## config.mk

```make
export PLATFORM = sky130hd
export DESIGN_NAME = mp4_ooo_core
export DESIGN_NICKNAME = d
export VERILOG_FILES = /design/src/rtl/mp4_types.sv /design/src/rtl/mp4_regfile.sv /design/src/rtl/mp4_ooo_core.sv
export SDC_FILE = /design/constraint.sdc
export NUM_CORES = 2
export LEC_CHECK = 0
export CORE_UTILIZATION = 35
export DETAILED_ROUTE_END_ITERATION = 16
export DONT_BUFFER_PORTS = 1
export PLACE_DENSITY = 0.48
export SLEW_MARGIN = 5
export SYNTH_ARGS = -nofsm -noshare
export SYNTH_HDL_FRONTEND = slang
export SYNTH_SLANG_ARGS = --single-unit
```

## constraint.sdc

```tcl
create_clock -name clk -period 40.6 [get_ports clk]
set_input_delay 8.12 -clock clk [delete_from_list [all_inputs] [get_ports clk]]
set_output_delay 8.12 -clock clk [all_outputs]
set_load 0.02 [all_outputs]
```

## src/rtl/mp4_types.sv

```systemverilog
// Shared types for the mp4 core: opcodes, funct3 codes, ALU ops, FSM states, helpers.
// Latency: n/a (package only).
// Backpressure: n/a. Ports: none.
package mp4_types;
  localparam logic [31:0] RESET_PC_DEFAULT  = 32'h6000_0000;
  localparam logic [31:0] HALT_INST_DEFAULT = 32'h0007_d463;

  typedef enum logic [6:0] {
    OPC_LUI    = 7'b0110111, OPC_AUIPC = 7'b0010111, OPC_JAL   = 7'b1101111,
    OPC_JALR   = 7'b1100111, OPC_BRANCH = 7'b1100011, OPC_LOAD = 7'b0000011,
    OPC_STORE  = 7'b0100011, OPC_IMM   = 7'b0010011, OPC_REG   = 7'b0110011,
    OPC_FENCE  = 7'b0001111, OPC_SYSTEM = 7'b1110011
  } opcode_e;

  typedef enum logic [2:0] {BR_EQ = 3'd0, BR_NE = 3'd1, BR_LT = 3'd4,
                            BR_GE = 3'd5, BR_LTU = 3'd6, BR_GEU = 3'd7} branch_f3_e;
  typedef enum logic [2:0] {LD_B = 3'd0, LD_H = 3'd1, LD_W = 3'd2,
                            LD_BU = 3'd4, LD_HU = 3'd5} load_f3_e;
  typedef enum logic [2:0] {ST_B = 3'd0, ST_H = 3'd1, ST_W = 3'd2} store_f3_e;
  typedef enum logic [2:0] {AR_ADD = 3'd0, AR_SLL = 3'd1, AR_SLT = 3'd2, AR_SLTU = 3'd3,
                            AR_XOR = 3'd4, AR_SR = 3'd5, AR_OR = 3'd6, AR_AND = 3'd7} arith_f3_e;
  typedef enum logic [3:0] {ALU_ADD, ALU_SUB, ALU_SLL, ALU_SLT, ALU_SLTU,
                            ALU_XOR, ALU_SRL, ALU_SRA, ALU_OR, ALU_AND} alu_op_e;
  typedef enum logic [1:0] {S_FETCH, S_EXEC, S_MEM, S_COMMIT} state_e;

  // alt is instr[30], already qualified by the caller for where it is meaningful.
  function automatic alu_op_e alu_decode(input logic [2:0] f3, input logic alt);
    alu_op_e op;
    case (f3)
      AR_ADD:  op = alt ? ALU_SUB : ALU_ADD;
      AR_SLL:  op = ALU_SLL;
      AR_SLT:  op = ALU_SLT;
      AR_SLTU: op = ALU_SLTU;
      AR_XOR:  op = ALU_XOR;
      AR_SR:   op = alt ? ALU_SRA : ALU_SRL;
      AR_OR:   op = ALU_OR;
      default: op = ALU_AND;
    endcase
    return op;
  endfunction

  function automatic logic [31:0] alu(input alu_op_e op, input logic [31:0] a, input logic [31:0] b);
    logic [31:0] r;
    case (op)
      ALU_ADD:  r = a + b;
      ALU_SUB:  r = a - b;
      ALU_SLL:  r = a << b[4:0];
      ALU_SLT:  r = {31'b0, $signed(a) < $signed(b)};
      ALU_SLTU: r = {31'b0, a < b};
      ALU_XOR:  r = a ^ b;
      ALU_SRL:  r = a >> b[4:0];
      ALU_SRA:  r = $unsigned($signed(a) >>> b[4:0]);
      ALU_OR:   r = a | b;
      default:  r = a & b;
    endcase
    return r;
  endfunction

  function automatic logic branch_taken(input logic [2:0] f3, input logic [31:0] a, input logic [31:0] b);
    logic t;
    case (f3)
      BR_EQ:   t = (a == b);
      BR_NE:   t = (a != b);
      BR_LT:   t = ($signed(a) < $signed(b));
      BR_GE:   t = ($signed(a) >= $signed(b));
      BR_LTU:  t = (a < b);
      BR_GEU:  t = (a >= b);
      default: t = 1'b0;
    endcase
    return t;
  endfunction

  function automatic logic [31:0] load_extend(input logic [2:0] f3, input logic [31:0] rdata, input logic [1:0] off);
    logic [31:0] s;
    logic [31:0] r;
    s = rdata >> {off, 3'b000};
    case (f3)
      LD_B:    r = {{24{s[7]}}, s[7:0]};
      LD_H:    r = {{16{s[15]}}, s[15:0]};
      LD_BU:   r = {24'b0, s[7:0]};
      LD_HU:   r = {16'b0, s[15:0]};
      default: r = s;
    endcase
    return r;
  endfunction

  // Shifts are done at 4-bit width, so a misaligned half simply loses its upper lane.
  function automatic logic [3:0] store_mask(input logic [2:0] f3, input logic [1:0] off);
    logic [3:0] m;
    case (f3)
      ST_B:    m = 4'b0001 << off;
      ST_H:    m = 4'b0011 << off;
      default: m = 4'b1111;
    endcase
    return m;
  endfunction
endpackage

```

## src/rtl/mp4_regfile.sv

```systemverilog
// 32x32 integer register file, x0 reads as zero, asynchronous clear.
// Latency: combinational reads, write lands on the rising edge.
// Backpressure: none. Ports: clk/rst, we/waddr/wdata, raddr1/2 -> rdata1/2.
module mp4_regfile (
  input  logic        clk,
  input  logic        rst,
  input  logic        we,
  input  logic [4:0]  waddr,
  input  logic [31:0] wdata,
  input  logic [4:0]  raddr1,
  input  logic [4:0]  raddr2,
  output logic [31:0] rdata1,
  output logic [31:0] rdata2
);
  logic [31:0] regs_q [32];
  logic [31:0] regs_d [32];

  always_comb begin
    regs_d = regs_q;
    if (we && waddr != 5'd0) regs_d[waddr] = wdata;
  end

  always_ff @(posedge clk or posedge rst) begin
    if (rst) begin
      for (int i = 0; i < 32; i++) regs_q[i] <= '0;
    end else begin
      regs_q <= regs_d;
    end
  end

  assign rdata1 = (raddr1 == 5'd0) ? '0 : regs_q[raddr1];
  assign rdata2 = (raddr2 == 5'd0) ? '0 : regs_q[raddr2];
endmodule

```

## src/rtl/mp4_ooo_core.sv

```systemverilog
// Multi-cycle RV32I core: FETCH -> EXEC -> (MEM) -> COMMIT, one instruction in flight.
// Latency: 3 cycles ALU/branch/jump, 4 cycles load/store with single-cycle memory responses.
// Backpressure: requests held stable until the matching resp; ports: imem/dmem magic ports, RVFI-style commit_*.
module mp4_ooo_core
  import mp4_types::*;
#(
  parameter logic [31:0] RESET_PC  = RESET_PC_DEFAULT,
  parameter logic [31:0] HALT_INST = HALT_INST_DEFAULT
) (
  input  logic        clk,
  input  logic        rst,
  input  logic        instr_mem_resp,
  input  logic [31:0] instr_mem_rdata,
  input  logic        data_mem_resp,
  input  logic [31:0] data_mem_rdata,
  output logic        instr_read,
  output logic [31:0] instr_mem_address,
  output logic        data_read,
  output logic        data_write,
  output logic [3:0]  data_mbe,
  output logic [31:0] data_mem_address,
  output logic [31:0] data_mem_wdata,
  output logic        commit_valid,
  output logic [31:0] commit_inst,
  output logic [31:0] commit_pc,
  output logic [31:0] commit_pc_next,
  output logic [4:0]  commit_rd_addr,
  output logic [31:0] commit_rd_wdata,
  output logic        commit_load_regfile,
  output logic        commit_halt
);
  state_e      state_q, state_d;
  logic        armed_q;  // low for the first cycle after reset so a stale resp is dropped
  logic [31:0] pc_q, pc_d, ir_q, ir_d, pc_next_q, pc_next_d, result_q, result_d;
  logic [31:0] addr_q, addr_d, wdata_q, wdata_d;
  logic [3:0]  mbe_q, mbe_d;

  logic [6:0]  opcode;
  logic [2:0]  funct3;
  logic [4:0]  rd, rs1, rs2;
  logic [31:0] imm_i, imm_s, imm_b, imm_u, imm_j, rs1_rdata, rs2_rdata, eff_addr;
  logic        writes_rd, is_load, is_store, in_mem, rf_we;

  assign opcode = ir_q[6:0];
  assign funct3 = ir_q[14:12];
  assign rd     = ir_q[11:7];
  assign rs1    = ir_q[19:15];
  assign rs2    = ir_q[24:20];
  assign imm_i  = {{20{ir_q[31]}}, ir_q[31:20]};
  assign imm_s  = {{20{ir_q[31]}}, ir_q[31:25], ir_q[11:7]};
  assign imm_b  = {{19{ir_q[31]}}, ir_q[31], ir_q[7], ir_q[30:25], ir_q[11:8], 1'b0};
  assign imm_u  = {ir_q[31:12], 12'b0};
  assign imm_j  = {{11{ir_q[31]}}, ir_q[31], ir_q[19:12], ir_q[20], ir_q[30:21], 1'b0};

  assign is_load   = (opcode == OPC_LOAD);
  assign is_store  = (opcode == OPC_STORE);
  assign writes_rd = opcode inside {OPC_LUI, OPC_AUIPC, OPC_JAL, OPC_JALR, OPC_LOAD, OPC_IMM, OPC_REG};
  assign eff_addr  = rs1_rdata + (is_store ? imm_s : imm_i);
  assign in_mem    = (state_q == S_MEM);
  assign rf_we     = (state_q == S_COMMIT) && writes_rd && (rd != 5'd0);

  mp4_regfile u_regfile (
    .clk    (clk),
    .rst    (rst),
    .we     (rf_we),
    .waddr  (rd),
    .wdata  (result_q),
    .raddr1 (rs1),
    .raddr2 (rs2),
    .rdata1 (rs1_rdata),
    .rdata2 (rs2_rdata)
  );

  always_comb begin
    state_d   = state_q;
    pc_d      = pc_q;
    ir_d      = ir_q;
    pc_next_d = pc_next_q;
    result_d  = result_q;
    addr_d    = addr_q;
    wdata_d   = wdata_q;
    mbe_d     = mbe_q;
    case (state_q)
      S_FETCH: begin
        if (armed_q && instr_mem_resp) begin
          ir_d    = instr_mem_rdata;
          state_d = S_EXEC;
        end
      end
      S_EXEC: begin
        pc_next_d = pc_q + 32'd4;
        result_d  = '0;
        addr_d    = eff_addr;
        mbe_d     = store_mask(funct3, eff_addr[1:0]);
        wdata_d   = is_store ? (rs2_rdata << {eff_addr[1:0], 3'b000}) : '0;
        case (opcode)
          OPC_LUI:   result_d = imm_u;
          OPC_AUIPC: result_d = pc_q + imm_u;
          OPC_JAL: begin
            result_d  = pc_q + 32'd4;
            pc_next_d = pc_q + imm_j;
          end
          OPC_JALR: begin
            result_d  = pc_q + 32'd4;
            pc_next_d = (rs1_rdata + imm_i) & ~32'd1;
          end
          OPC_BRANCH: if (branch_taken(funct3, rs1_rdata, rs2_rdata)) pc_next_d = pc_q + imm_b;
          // instr[30] selects SRAI only for the shift-right encoding; ADDI has no subtract form
          OPC_IMM:   result_d = alu(alu_decode(funct3, ir_q[30] && funct3 == AR_SR), rs1_rdata, imm_i);
          OPC_REG:   result_d = alu(alu_decode(funct3, ir_q[30]), rs1_rdata, rs2_rdata);
          default:   ;
        endcase
        state_d = (is_load || is_store) ? S_MEM : S_COMMIT;
      end
      S_MEM: begin
        if (data_mem_resp) begin
          if (is_load) result_d = load_extend(funct3, data_mem_rdata, addr_q[1:0]);
          state_d = S_COMMIT;
        end
      end
      default: begin
        pc_d    = pc_next_q;
        state_d = S_FETCH;
      end
    endcase
  end

  always_ff @(posedge clk or posedge rst) begin
    if (rst) begin
      state_q   <= S_FETCH;
      armed_q   <= 1'b0;
      pc_q      <= RESET_PC;
      ir_q      <= '0;
      pc_next_q <= '0;
      result_q  <= '0;
      addr_q    <= '0;
      wdata_q   <= '0;
      mbe_q     <= '0;
    end else begin
      state_q   <= state_d;
      armed_q   <= 1'b1;
      pc_q      <= pc_d;
      ir_q      <= ir_d;
      pc_next_q <= pc_next_d;
      result_q  <= result_d;
      addr_q    <= addr_d;
      wdata_q   <= wdata_d;
      mbe_q     <= mbe_d;
    end
  end

  assign instr_read        = armed_q && (state_q == S_FETCH);
  assign instr_mem_address = pc_q;
  assign data_read         = in_mem && is_load;
  assign data_write        = in_mem && is_store;
  assign data_mbe          = in_mem ? mbe_q : '0;
  assign data_mem_address  = in_mem ? {addr_q[31:2], 2'b00} : '0;
  assign data_mem_wdata    = in_mem ? wdata_q : '0;

  assign commit_valid        = (state_q == S_COMMIT);
  assign commit_inst         = commit_valid ? ir_q : '0;
  assign commit_pc           = commit_valid ? pc_q : '0;
  assign commit_pc_next      = commit_valid ? pc_next_q : '0;
  assign commit_rd_addr      = (commit_valid && writes_rd) ? rd : '0;
  assign commit_load_regfile = rf_we;
  assign commit_rd_wdata     = rf_we ? result_q : '0;
  assign commit_halt         = commit_valid && (ir_q == HALT_INST);
endmodule

```

* Yosys cells after proc, flatten, opt, wreduce, memory -nomap -nowiden *
Index checks and enable logic that the tools add are counted.

storage, ports and cells
  register bits after elaboration = 1223
  bits of input ports = 68
  logic and storage cells = 193

cells by class
  $add $sub $neg = 9
  magnitude comparators = 10
  equality and inequality tests = 41
  shift-type cells = 10
  muxes and demuxes = 48
  bitwise logic cells = 9
  reduce and logical (&&, ||, !) cells = 25

operators with widths
  operator                                         count
  bitwise mux 1024 bit                             1
  one-hot mux 32 bit (9 select lines)              2
  two-way mux 32 bit                               17
  binary-select mux 32 bit (select 5 bit)          2
  adder 32 bit                                     6
  demux 32 bit (select 5 bit)                      1
  one-hot mux 32 bit (5 select lines)              1
  one-hot mux 32 bit (4 select lines)              1
  < comparator 32 bit                              3
  one-hot mux 32 bit (3 select lines)              1
  left shift 32 x 5 -> 32 bit                      3
  >> shifter 32 x 5 -> 32 bit                      3
  bitwise AND 32 bit                               2
  greater-or-equal comparator 32 bit               2
  bitwise OR 32 bit                                2
  one-hot mux 32 bit (2 select lines)              1
  >>> shifter 32 x 5 -> 32 bit                     2
  subtractor 32 bit                                2
  bitwise XOR 32 bit                               2
  one-hot mux 4 bit (7 select lines)               2
  adder 32 x 3 -> 32 bit, second input constant    1
  == test 32 x 19 -> 1 bit, second input constant  1
  == test 32 bit                                   1
  == test 4 x 3 -> 1 bit, second input constant    8
  40 further kinds                                 85

* Depth between registers and ports, before layout *
  depth after elaboration = 11
  gate-level depth with buffers = 30

* Modules after synthesis *
From an unflattened synthesis, not the netlist that was laid out.

unflattened totals
  cells, all modules = 7910
  area total of the unflattened synthesis = 88073.2 µm²

by module, submodules not included
  module        times used  cells each  area an instance (µm²)  seq. area each (µm²)
  mp4_regfile   1           3614        54930.2                 25624.6
  mp4_ooo_core  1           4296        33143.0                 4982.3

* Least setup slack after synthesis *
No wires, ideal clock.

  kind = register to output
  start point = register ir_q[20]
  end point = output commit_inst[20]
  arrival = 2895 ps
  data required time = 32480 ps
  setup slack = 29585 ps
  stages on the path, launching flop included = 14
  buffers on the path = 12
  cell sequence = dfrtp_1 -> buf_6 -> buf_4 -> buf_4 -> buf_4 -> buf_4 -> buf_2 -> buf_4 -> buf_4 -> buf_4 -> buf_2 -> buf_2 -> buf_2 -> and2_1

on the way
  cells in the longest elaborated chain, start to end = 1

ends and longest elaborated chain
  what                      line                 RTL
  start: declaration        mp4_ooo_core.sv:34   logic [31:0] pc_q, pc_d, ir_q, ir_d, pc_next_q, pc_next_d, result_q, result_d;
  start signal: assignment  mp4_ooo_core.sv:143  ir_q <= ir_d;
  two-way mux 32 bit        mp4_ooo_core.sv:161  assign commit_inst = commit_valid ? ir_q : '0;
  end: declaration          mp4_ooo_core.sv:24   output logic [31:0] commit_inst,

No other way between the ends.

* Worst setup path after layout *
  start point = register ir_q[14]
  end point = output commit_halt

on the way
  cells in the longest elaborated chain, start to end = 2

ends and longest elaborated chain
  what                      line                 RTL
  == test 32 x 19 -> 1 bit  mp4_ooo_core.sv:167  assign commit_halt = commit_valid && (ir_q == HALT_INST);
  logical AND 1 bit         mp4_ooo_core.sv:167
  end: declaration          mp4_ooo_core.sv:30   output logic commit_halt

No other way between the ends.

==> metrics.md <==
| Metric | Value |
|---|---|
| Clk Latency, worst-skew pair | `0.86 ns` |
| Drt drc | `0` |
| Worst Path Arrival | `roughly 4.1 ns` |
| Avg Cell Area, Syn | `10.5 µm²` |
| Share of the clock period used by the worst path after layout | `30.0%` |
| Die Y | `about 500 µm` |
| Slew headroom | `between 10 and 15%` |
| Hold Path Sink | `u_regfile.regs_q[1014]` |
| Fillers | `roughly 25,000` |
| Sw power | `5.24 mW` |
| Row count | `roughly 180` |
| Via density | `around 6.6` |
| Final min period | `about 12 ns` |
| Cell area after synthesis | `between 80,000 and 90,000 µm²` |
| Number of global-route vias before repair | `between 70,000 and 80,000` |
| Die Span X | `around 500 µm` |
| Clock Power Share | `between 10% and 20%` |
| Clock root buffer | `clkbuf_16` |
| R2R Path Start | `ir_q[20]` |
| Pre-antenna DRT Iters | `6` |
| EDFF count, synth | `0` |
| CP delay by family, top | `simple AND/OR/NAND/NOR gates` |
| Synth area leaders | `dfrtp_1, mux2_2, mux4_2` |
| Critical R2R Capture | `pc_next_q[5]` |
| Post-synthesis instance total | `about 8,400` |
| Synth async-reset ratio | `100%` |
| CP Max Fanout | `20` |
| Clk slew on worst S/H paths | `~0.06 ns` |
| Slowest-stage cell, CP | `dfrtp_2` |
| Post-synth top area share | `between 30% and 40%` |
| Hold Buf Count CTS | `0` |
| #FFs+latches synth | `1,223` |
| Area delta synth->final | `10.1%` |
| I/O pins | `just over 300` |
| Leak | `~42 nW` |
| Final Wtd Congestion | `around 1.1` |
| Antenna Nets Post-Route | `0` |
| Top-count cell post-synth | `dfrtp_1` |
| Cts bufs inserted | `between 100 and 150` |
| HPWL Detailed | `roughly 320,000 µm` |
| Worst hold start | `u_regfile.regs_q[1014]` |
| Drt total wl | `462,000 µm` |
| Nets | `around 8,400` |
| First DRT Iteration DRCs | `around 10,000` |
| Initial Util | `a little over a third` |
| Int Power | `3.90 mW` |
| Setup-failing EPs final | `0` |
| CTS tree | `built` |
| Logic pwr share | `between 60% and 70%` |
| Storage element area | `approximately 30,000 µm²` |
| Slew Limit Fails | `0` |
| CP Data Required Time | `32.48 ns` |
| Worst Tran Pin Value | `roughly 1.3 ns` |
| Max-Cap Viols | `0` |
| PortBufs | `0` |
| Initial antenna violation count | `49` |
| Switch share | `~57%` |
| Clk buf depth | `3` |
| Yosys cell types | `118` |
| WL per Instance | `approximately 40 µm` |
| Commonest cells post-synth | `dfrtp_1, mux2_2, a21oi_1` |
| Fmax | `roughly 80 MHz` |
| Hold Crit Class | `register to register` |
| Cts repair resizes | `0` |
| Flop2flop setup slack | `around 30 ns` |
| Leading area contributor after synthesis | `dfrtp_1` |
| H-tree Lvls | `4` |
| Total grt overflow | `0` |
| First-pass GRT wire length | `635,000 µm` |
| Total track usage | `between 30% and 40%` |
| Layout cells sized above 1 | `between 20% and 30%` |
| Unrepaired setup endpoints after global routing | `false` |
| Max incr delay on CP | `0.66 ns` |
| Die ar. | `around 250,000 µm²` |
| Setup Buffers After CTS | `0` |
| Sequential share of power | `around 17%` |
| Peak VDD IR | `55.9 µV` |
| Post-synthesis sequential area ratio | `34.7%` |
| Crit path buf inv count | `3` |
| Worst R2R Path Depth | `22` |
| Routed via count | `around 76,000` |
| Core Region | `between 200,000 and 250,000 µm²` |
| Power density of the placed cells | `roughly 94 nW/µm²` |
| CP Cell Sequence | `inv_2, nor2_1, nand2_1, buf_4, nor2_1, nand2_1, nor4_1, clkbuf_4` |
| CP Class | `register to output port` |
| Count of final hold-check violations | `0` |
| Synth warn | `0` |
| Post-synth top flop | `dfrtp_1` |
| Setup TNS | `0 ns` |
| Crit path launch type | `register` |
| Clk_skew | `0.0568 ns` |
| Hold path cells | `0` |
| Maximum number of pins on one net before global-route repair | `roughly 100` |
| CP Capture Type | `output port` |
| Outcome | `finished clean` |
| TritonCTS Sinks | `between 1,000 and 1,500` |
| Multi-input logic area | `~54,000 µm²` |
| WHS | `approximately 0.37 ns` |
| Fin util | `slightly below 40%` |
==> cell type report <==
cell class / instances / area share [%]
Inverter: 193 / 0.755
Tap cell: 3330 / 4.29
Clock inverter: 56 / 0.952
Sequential cell: 1223 / 31.5
Timing Repair Buffer: 328 / 2.64
Multi-Input combinational cell: 6209 / 55.4
Clock buffer: 219 / 4.40
Antenna cell: 11 / 0.0283
==> power by group through the flow <==
stage               clock [mW]  combinational [mW]  sequential (mW)
global placement             0                5.96             1.52
global route              1.50                6.33             1.51
detailed placement           0                5.95             1.52
CTS                       1.45                5.97             1.50
floorplan                    0                3.55             1.43
finish                    1.43                6.21             1.51
==> worst max path at each step <==
stage,cells past startpoint,endpoint,startpoint
2_1_floorplan,1,addr_q[0],rst
3_3_place_gp,6,u_regfile.regs_q[261],rst
3_5_place_dp,6,u_regfile.regs_q[261],rst
4_1_cts,8,commit_halt,ir_q[14]
5_1_grt,6,u_regfile.regs_q[460],rst
6_report,8,commit_halt,ir_q[14]
==> registers in the layout, summed over array words and instances (netlist names) <==
register	flops
u_regfile.regs_q	1024
addr_q	32
instr_mem_address	32
ir_q	32
pc_next_q	32
result_q	32
wdata_q	32
mbe_q	4
state_q	2
armed_q	1
==> per-layer routing <==
| metal | share of wire (%) | vias up | GRT usage, % |
|---|---|---|---|
| met5 | 0.062 | - | 0 |
| met4 | 7.3 | 44 | 21.9 |
| met3 | 9.2 | 1172 | 8.21 |
| met2 | 44 | 4282 | 53.5 |
| met1 | 40 | 39700 | 46.0 |
| li1 | - | 30800 | - |
==> cells by family after synthesis <==
group	count (synthesis)	share of synthesized area, %
compound gates	1962	14.8
xor+xnor	187	1.86
fa+ha+maj	276	3.98
buf+inv	989	4.91
flops	1223	34.7
mux	1990	30.1
other cells	2	0.00851
simple gates	1791	9.67
==> metrics by stage <==
stage | cells | total power, mW | area (µm²) | worst slack (ns)
after global placement | 11300 | 7.48 | 91900 | 27.87
after global routing | 11600 | 9.34 | 97100 | 28.06
after floorplan | 8421 | 4.98 | 88300 | 15.58
after CTS | 11600 | 8.93 | 97100 | 28.51
final | 11600 | 9.14 | 97100 | 28.40
after detailed placement | 11300 | 7.47 | 91900 | 27.71
==> placed cells by master (no fill, tap or decap), drive strengths merged, types with 29 or more instances in the layout <==
master	synthesis	final
nand4	56	56
a211oi	93	93
nor4	29	29
xnor2	133	133
clkbuf	534	220
o21bai	48	48
o2bb2ai	34	34
a31oi	65	65
a221oi	66	66
nand3	164	164
nor3	127	127
a21o	90	90
mux4	411	411
xor2	54	54
ha	268	268
o221ai	43	43
o21ai	350	350
and3	29	29
o22ai	62	62
nor2b	50	50
nor2	524	524
inv	188	195
nand2b	36	36
a21oi	550	550
buf	262	327
or3	31	31
a22oi	174	174
nand2	460	460
o31ai	31	31
and2	224	224
o211ai	64	64
mux2i	442	442
dfrtp	1221	1221
mux2	1137	1137
clkinv	5	34
Note: power is estimated with default switching activity, not from simulation.
